<file path="src/rtl/mem_c_pkg.sv">
// Shared types and sizing helpers for the result deskew block.
// Latency: none (types and constants only).
// Backpressure: not applicable.
package mem_c_pkg;

  typedef enum logic [1:0] {
    IDLE    = 2'd0,
    CAPTURE = 2'd1,
    DRAIN   = 2'd2
  } state_t;

  // Number of cycles a skewed tile occupies on the array edge (k = 0 .. 2*dim-2).
  function automatic int capture_len(input int dim);
    return 2 * dim - 1;
  endfunction

endpackage

</file>
<file path="src/rtl/mem_c_deskew_delay.sv">
// Per-column enable-gated delay line; DEPTH = 0 degenerates to a plain wire.
// Latency: DEPTH enabled cycles from d to q.
// Backpressure: none; stages hold their contents while en is low.
module deskew_delay #(
  parameter int DEPTH = 1,
  parameter int BITS  = 24
) (
  input  logic                   clk,
  input  logic                   rst_n,
  input  logic                   en,
  input  logic signed [BITS-1:0] d,
  output logic signed [BITS-1:0] q
);

  generate
    if (DEPTH == 0) begin : g_wire
      // The last array column is already aligned, so no register is needed.
      logic w_unused;
      assign w_unused = &{1'b0, clk, rst_n, en};
      assign q = d;
    end else begin : g_pipe
      logic signed [BITS-1:0] r_pipe [DEPTH];

      // Shift chain advancing only on capture cycles.
      always_ff @(posedge clk or negedge rst_n) begin
        if (!rst_n) begin
          for (int i = 0; i < DEPTH; i++) r_pipe[i] <= '0;
        end else if (en) begin
          r_pipe[0] <= d;
          for (int i = 1; i < DEPTH; i++) r_pipe[i] <= r_pipe[i-1];
        end
      end

      assign q = r_pipe[DEPTH-1];
    end
  endgenerate

endmodule

</file>
<file path="src/rtl/mem_c_deskew.sv">
// Deskews column-skewed array results into a DIM x DIM row buffer, then streams rows out.
// Latency: first row valid 2*DIM-1 cycles after the start cycle.
// Backpressure: out_ready low holds Cout/out_row stable; one row per cycle when ready.
module mem_c_deskew
  import mem_c_pkg::*;
#(
  parameter int BITS_C = 24,
  parameter int DIM    = 8
) (
  input  logic                     clk,
  input  logic                     rst_n,
  input  logic                     start,
  input  logic signed [BITS_C-1:0] Cin [DIM-1:0],
  input  logic                     out_ready,
  output logic                     out_valid,
  output logic signed [BITS_C-1:0] Cout [DIM-1:0],
  output logic [$clog2(DIM)-1:0]   out_row,
  output logic                     busy,
  output logic                     done
);

  localparam int CAP_LEN = capture_len(DIM);
  localparam int KW      = $clog2(CAP_LEN + 1);
  localparam int RW      = $clog2(DIM);

  state_t          r_state, w_state_nxt;
  logic [KW-1:0]   r_k, w_k_nxt;
  logic [RW-1:0]   r_rd, w_rd_nxt;
  logic            r_done, w_done_nxt;

  logic            w_cap;
  logic [KW-1:0]   w_kcur;
  logic            w_wr_en;
  logic [RW-1:0]   w_wrow;
  logic signed [BITS_C-1:0] w_dly [DIM];
  logic signed [BITS_C-1:0] r_buf [DIM][DIM];

  // A capture cycle is either the accepted start cycle (k=0) or any CAPTURE cycle.
  assign w_cap   = ((r_state == IDLE) && start) || (r_state == CAPTURE);
  assign w_kcur  = (r_state == CAPTURE) ? r_k : '0;
  assign w_wr_en = w_cap && (w_kcur >= KW'(DIM - 1));
  assign w_wrow  = RW'(w_kcur - KW'(DIM - 1));

  // Column c waits DIM-1-c cycles so every row lines up at k = r + DIM-1.
  generate
    for (genvar c = 0; c < DIM; c++) begin : g_col
      deskew_delay #(
        .DEPTH (DIM - 1 - c),
        .BITS  (BITS_C)
      ) u_dly (
        .clk   (clk),
        .rst_n (rst_n),
        .en    (w_cap),
        .d     (Cin[c]),
        .q     (w_dly[c])
      );
    end
  endgenerate

  // Row buffer capture; contents need no reset because reads are gated by DRAIN.
  always_ff @(posedge clk) begin
    if (w_wr_en) begin
      for (int c = 0; c < DIM; c++) r_buf[w_wrow][c] <= w_dly[c];
    end
  end

  // State, capture counter, read pointer and done pulse registers.
  always_ff @(posedge clk or negedge rst_n) begin
    if (!rst_n) begin
      r_state <= IDLE;
      r_k     <= '0;
      r_rd    <= '0;
      r_done  <= 1'b0;
    end else begin
      r_state <= w_state_nxt;
      r_k     <= w_k_nxt;
      r_rd    <= w_rd_nxt;
      r_done  <= w_done_nxt;
    end
  end

  // Next-state logic: start only counts in IDLE; drain ends on the last row handshake.
  always_comb begin
    w_state_nxt = r_state;
    w_k_nxt     = r_k;
    w_rd_nxt    = r_rd;
    w_done_nxt  = 1'b0;
    case (r_state)
      IDLE: begin
        if (start) begin
          w_state_nxt = CAPTURE;
          w_k_nxt     = KW'(1);
        end
      end
      CAPTURE: begin
        if (r_k == KW'(CAP_LEN - 1)) begin
          w_state_nxt = DRAIN;
          w_k_nxt     = '0;
        end else begin
          w_k_nxt = r_k + KW'(1);
        end
      end
      DRAIN: begin
        if (out_ready) begin
          if (r_rd == RW'(DIM - 1)) begin
            w_state_nxt = IDLE;
            w_rd_nxt    = '0;
            w_done_nxt  = 1'b1;
          end else begin
            w_rd_nxt = r_rd + RW'(1);
          end
        end
      end
      default: begin
        w_state_nxt = IDLE;
        w_k_nxt     = '0;
        w_rd_nxt    = '0;
      end
    endcase
  end

  // Output row mux; zero outside DRAIN so the bus is quiet between tiles.
  always_comb begin
    for (int c = 0; c < DIM; c++) begin
      Cout[c] = (r_state == DRAIN) ? r_buf[r_rd][c] : '0;
    end
  end

  assign out_valid = (r_state == DRAIN);
  assign out_row   = r_rd;
  assign busy      = (r_state != IDLE);
  assign done      = r_done;

endmodule

</file>
<file path="config.mk">
export PLATFORM = sky130hd
export DESIGN_NAME = mem_c_deskew
export DESIGN_NICKNAME = d
export VERILOG_FILES = /design/src/rtl/mem_c_pkg.sv /design/src/rtl/mem_c_deskew_delay.sv /design/src/rtl/mem_c_deskew.sv
export SDC_FILE = /design/constraint.sdc
export NUM_CORES = 2
export LEC_CHECK = 0
export BUFFER_PORTS_ARGS = -buffer_cell sky130_fd_sc_hd__buf_4
export CAP_MARGIN = 0
export CORE_UTILIZATION = 45
export DETAILED_ROUTE_END_ITERATION = 6
export PLACE_DENSITY_LB_ADDON = 0.25
export SYNTH_ARGS = -nofsm -noshare
export SYNTH_HDL_FRONTEND = slang
export SYNTH_HIERARCHICAL = 1
export SYNTH_SLANG_ARGS = --single-unit
</file>
<file path="constraint.sdc">
create_clock -name clk -period 18.8 [get_ports clk]
set_input_delay 0.94 -clock clk [delete_from_list [all_inputs] [get_ports clk]]
set_output_delay 0.94 -clock clk [all_outputs]
set_load 0.02 [all_outputs]
</file>
# After elaboration in Yosys (flattened, before gate mapping)
# Memories as Yosys holds them, arrays and structs flattened.
# Index checks and enable logic that the tools add are counted.
dict set report totals {
  reg_bits 682
  mem_bits_rw 1536
  in_bits 196
  out_inout_bits 198
  memories 1
}
dict set report classes {
  n_addsub 3
  order_cmp 1
  n_eq_ne 8
  n_mux 25
  bitwise 2
  n_reduce_logical 9
}
# memory depth width read_ports rd_clocked_by_memory_dff write_ports line
set memory_table {}
lappend memory_table {r_buf 8 192 1 0 1 mem_c_deskew.sv:36} ;# logic signed [BITS_C-1:0] r_buf [DIM][DIM];
# op n
set ops {}
lappend ops {{24-bit two-way mux} 8}
lappend ops {{4-bit two-way mux} 3}
lappend ops {{4-bit case mux with 3 select lines} 1}
lappend ops {{2-bit two-way mux} 4}
lappend ops {{3-bit two-way mux} 2}
lappend ops {{2-bit case mux with 3 select lines} 1}
lappend ops {{3-bit case mux with 2 select lines} 1}
lappend ops {{1-bit two-way mux} 5}
lappend ops {{4-bit by 1-bit adder with 4-bit output, second input constant} 1}
lappend ops {{4-bit equality test, second input constant} 1}
lappend ops {{4-bit by 3-bit greater-or-equal comparator with 1-bit output, second input constant} 1}
lappend ops {{2-bit by 1-bit != test with 1-bit output, second input constant} 2}
lappend ops {{2-bit != test, second input constant} 2}
lappend ops {{2-bit AND reduction} 2}
lappend ops {{4-bit AND reduction} 1}
lappend ops {{3-bit by 1-bit adder with 3-bit output, second input constant} 1}
lappend ops {{3-bit equality test, second input constant} 1}
lappend ops {{3-bit subtractor, second input constant} 1}
lappend ops {{2-bit by 1-bit equality test with 1-bit output, second input constant} 1}
lappend ops {{2-bit equality test, second input constant} 1}
lappend ops {{1-bit logical AND} 2}
lappend ops {{2-bit logical NOT} 1}
lappend ops {{1-bit inverter} 2}
lappend ops {{2-bit nonzero test} 1}
lappend ops {{2 further kinds} 2}

# Logic depth before layout (Yosys ltp)
dict set report logic_depth {
  depth_word 6
  mapped_depth 7
  mapped_depth_nobuf 6
}

# Hierarchy
# The synthesis kept the hierarchy.
# mod instances cells_each area_each_um2 seq_area_each_um2
set by_module_without_submodules {}
lappend by_module_without_submodules {mem_c_deskew 1 3131 59021.6 46374.5}
lappend by_module_without_submodules {{deskew_delay (g_col[0].u_dly)} 1 379 6844.1 4204.0}
lappend by_module_without_submodules {{deskew_delay (g_col[1].u_dly)} 1 328 5760.5 3603.5}
lappend by_module_without_submodules {{deskew_delay (g_col[2].u_dly)} 1 277 4668.2 3002.9}
lappend by_module_without_submodules {{deskew_delay (g_col[3].u_dly)} 1 227 3945.0 2402.3}
lappend by_module_without_submodules {{deskew_delay (g_col[4].u_dly)} 1 176 3206.8 1801.7}
lappend by_module_without_submodules {{deskew_delay (g_col[5].u_dly)} 1 125 2040.7 1201.2}
lappend by_module_without_submodules {{deskew_delay (g_col[6].u_dly)} 1 51 997.2 600.6}
lappend by_module_without_submodules {{deskew_delay (g_col[7].u_dly)} 1 24 180.2 0.0}

# Worst setup path after synthesis
# OpenSTA, ideal clock, no wires.
dict set report synth_path {
  path_kind {register to register}
  startpoint {register r_state[0]}
  endpoint {memory r_buf[5][0] (netlist name) (enable)}
  setup_time_ps 1213
  t_arrival_ps 19557
  setup_slack_ps -1970
  path_stages_with_launch 8
  n_path_buf 1
  period_less_slack_ps 20770
  path_cell_list {dfrtp_1 -> clkbuf_1 -> nor2b_1 -> and2_1 -> ha_1 -> xor2_1 -> nand2_1 -> nor4_1}
}
dict set report synth_between {
  elab_chain_len 6
  word_cells_on_any_way 10
  cone_classes {1 x add/sub; 1 x order compare; 1 x eq/ne; 3 x mux; 4 x reduce/logical}
}
# item line
set synth_lines {}
lappend synth_lines {{start, declared} mem_c_deskew.sv:26} ;# state_t r_state, w_state_nxt;
lappend synth_lines {{start signal, assigned} mem_c_deskew.sv:75} ;# r_state <= w_state_nxt;
lappend synth_lines {{2-bit by 1-bit equality test with 1-bit output / 2-bit logical NOT (equally long branches)} {mem_c_deskew.sv:39, mem_c_deskew.sv:40}}
lappend synth_lines {{4-bit two-way mux / 1-bit logical AND (equally long branches)} {mem_c_deskew.sv:40, mem_c_deskew.sv:39}}
lappend synth_lines {{4-bit by 3-bit greater-or-equal comparator with 1-bit output / 1-bit logical OR (equally long branches)} {mem_c_deskew.sv:41, mem_c_deskew.sv:39}}
lappend synth_lines {{1-bit logical AND} mem_c_deskew.sv:41} ;# assign w_wr_en = w_cap && (w_kcur >= KW'(DIM - 1));
lappend synth_lines {{1-bit two-way mux} mem_c_deskew.sv:62} ;# if (w_wr_en) begin
lappend synth_lines {{1-bit two-way mux (implied by the code)} mem_c_deskew.sv:63} ;# for (int c = 0; c < DIM; c++) r_buf[w_wrow][c] <= w_dly[c];
lappend synth_lines {{end, declared} mem_c_deskew.sv:36}
# Parallel ways exist; a longest one is shown, timed or not.

==> results.json <==
{
  "synthTopCellsByArea": "edfxtp_1, dfrtp_1, mux2i_1, mux2_4, mux2_2",
  "finalPower_mw": 15.6,
  "slew_headroom": 0.221,
  "yosys_warnings": 6,
  "yosysMostFrequentCell": "edfxtp_1",
  "whs_ns": 0.102,
  "path_buf_inv": 4,
  "synth_cell_types": 37,
  "synth_compound_area_frac": 0.0288,
  "root_buffer": "clkbuf_16",
  "synth.avg_cell_area_um2": 18.4,
  "track_usage": 0.184,
  "skew_ns": 0.0485,
  "power_frac_clock": 0.280,
  "syn_area_um2": 86700,
  "mappedNetlistNets": 4919,
  "synth-adder-area-share": 0.000722,
  "firstDrtPassIters": 5,
  "r2r_cells": 7,
  "dp_slack_ns": 13.12,
  "post-route-period-util": 0.333,
  "yosys.area.top_type": "edfxtp_1",
  "antenna_found_initial": 12,
  "async_reset_ff_frac": 0.307,
  "path_class": "flip-flop to primary output",
  "power_switching_mw": 4.44,
  "cap_violations": 0,
  "setup.worst_path.start_class": "flip-flop",
  "synth_top_family_by_area": "multiplexers",
  "cp_max_fo": 63,
  "cts_buffers": 221,
  "path_delay_family": "buffers and inverters",
  "nets": 5184,
  "die_y_um": 441,
  "gp_congestion": 0.712,
  "status": "finished clean",
  "worstPathArrival_ns": 5.33,
  "postCtsSetupBuffers": 0,
  "synth_common_cells": "edfxtp_1, mux2i_1, dfrtp_1, o22ai_1, mux2_2",
  "min_period_ns": 6.27,
  "ir_drop_v": 0.000108,
  "worstSetupStartpoint": "out_row[1]$_DFFE_PN0P_",
  "io_buffer_count": 393,
  "final_util": 0.513,
  "synth_simple_gate_area_frac": 0.0166,
  "hp-class": "primary input to asynchronous set/reset pin",
  "rsz0062_at_grt": "false",
  "synth-edff-count": 1536,
  "gr-total-overflow": 0,
  "hold_viol": 0,
  "crit_cells": 7,
  "tritoncts": "done",
  "tightestPinTransition_ns": 1.17,
  "pwr-share-comb": 0.255,
  "p_sw_frac": 0.285,
  "worstSetupEndpointType": "primary output",
  "clk_pin_slew_ns": 0.06,
  "area.growth.synth_to_final_pct": 12.9,
  "seqPwrFrac": 0.466,
  "clock-sinks": 2218,
  "placed_cell_area_um2": 90500,
  "path_cells": "buf_4 > buf_4 > buf_4 > mux2i_1 > o22ai_1 > or2_2 > buf_4",
  "grt_start_max_net_pins": 170,
  "grt_pass1_vias": 41699,
  "synth-seq-cells": 2218,
  "power.density_nw_per_um2": 159,
  "setup_violations": 0,
  "crit_slowest_cell": "buf_4",
  "core_um2": 191000,
  "max_freq_ghz": 0.160,
  "crit_top_cell": "buf_4",
  "synth_top_area_share": 0.532,
  "ctsHtreeMaxLevel": 4,
  "routedWlPerCell_um": 23.4,
  "grt_first_pass_wirelength_um": 268000,
  "ant_nets": 0,
  "worstSkewPairLatency_ns": 0.86,
  "instances_no_fill": 7700,
  "ios": 394,
  "drc": 0,
  "critPathMaxStageDelay_ns": 0.95,
  "via_count": 40742,
  "drtIter0Drc": 2738,
  "finalInstanceArea_um2": 97900,
  "fin_ws_ns": 12.53,
  "yosys-mux-area-fraction": 0.189,
  "ys_seq_area_frac": 0.729,
  "wl_um": 180000,
  "required_ns": 17.86,
  "p_leak_nw": 36.4,
  "viasPerCell": 5.29,
  "synthFlopType": "edfxtp_1",
  "postCtsHoldBufs": 0,
  "dp_hpwl_um": 93000,
  "drive_above_1_share": 0.316,
  "slew_viol_final": 0,
  "die-area_um2": 194000,
  "final.setup.tns_ns": 0,
  "rows": 160,
  "syn_inst": 4718,
  "r2r-start": "r_state[0]$_DFFE_PN0P_",
  "intPower_mw": 11.1,
  "clk_path_buf_depth": 3,
  "dp_cells": 7271,
  "start_util": 0.454,
  "cts_resized": 0,
  "die_w_um": 441,
  "synthXorXnorAreaFrac": 0.000101
}
-- power groups by stage --
stage	combinational, mW	clock (mW)	sequential [mW]
floorplan	3.61	0	6.85
global placement	3.94	0	7.29
detailed placement	4.01	0	7.35
CTS	4.03	4.46	7.26
global route	4.23	4.65	7.39
finish	3.97	4.35	7.25
-- layout by cell type, fill, tap and decap left out, types with 8 or more instances in the layout --
master and count:
buf_12 12, clkbuf_1 74, edfxtp_1 1536, o22ai_1 388, mux2_4 311, clkinv_2 36
buf_4 446, bufinv_16 10, mux2_2 361, or2_2 156, mux2i_1 768, clkinvlp_4 8
or2_1 37, clkinv_1 13, clkbuf_8 39, dfrtp_1 681, clkbuf_16 225
-- final timing paths --
| check | endpoint | slack [ns] |
|---|---|---|
| max in group asynchronous | g_col[2].u_dly/q[13]$_DFFE_PN0P_ | 14.85 |
| min in group clk | g_col[6].u_dly/q[14]$_DFFE_PN0P_ | 0.30 |
| worst min-delay path | g_col[3].u_dly/g_pipe.r_pipe[82]$_DFFE_PN0P_ | 0.10 |
| worst min register to register | g_col[3].u_dly/q[15]$_DFFE_PN0P_ | 0.47 |
| worst max-delay path | Cout[24] | 12.53 |
| worst max register to register | g_col[2].u_dly/g_pipe.r_pipe[117]$_DFFE_PN0P_ | 13.43 |
-- worst reg2reg max path, delay by kind of cell, from the launching register on --
family,cells,cell delay [ns]
mux,1,0.50
buf+inv,4,3.25
flops,1,0.59
simple gates,2,0.91
-- registers in the layout (all words and copies together) (netlist names) --
register	count
r_buf	1536
r_k	4
g_col.u_dly/g_pipe.r_pipe	504
r_state	2
out_row	3
done	1
g_col.u_dly/q	168
-- cells by family (layout without fill, tap and decap cells) --
group                    Yosys count  after routing
flip-flops                      2218           2218
multiplexers                    1440           1440
buffers and inverters            422            887
AO/OA/AOI/OAI                    397            397
AND/OR/NAND/NOR                  235            235
adder cells (fa/ha/maj)            5              5
XOR/XNOR                           1              1
other                              0              6
-- cell type report --
cell class,instances,area (um^2)
tap,2511,3140
clock buffer,338,6440
multi-input combinational,2078,20500
antenna,6,15.0
inverter,5,18.8
clock inverter,85,898
timing repair buffer,459,3600
sequential,2218,63200
fill,15314,92900
-- per-layer routing --
layer | wire [um] | up-vias | global-route usage
met5 | 38 | - | 0
met4 | 4250 | 6 | 0.0556
met3 | 7730 | 248 | 0.0309
met2 | 88400 | 808 | 0.305
met1 | 79900 | 21181 | 0.248
li1 | - | 18499 | -
Note: power is estimated with default switching activity, not from simulation.
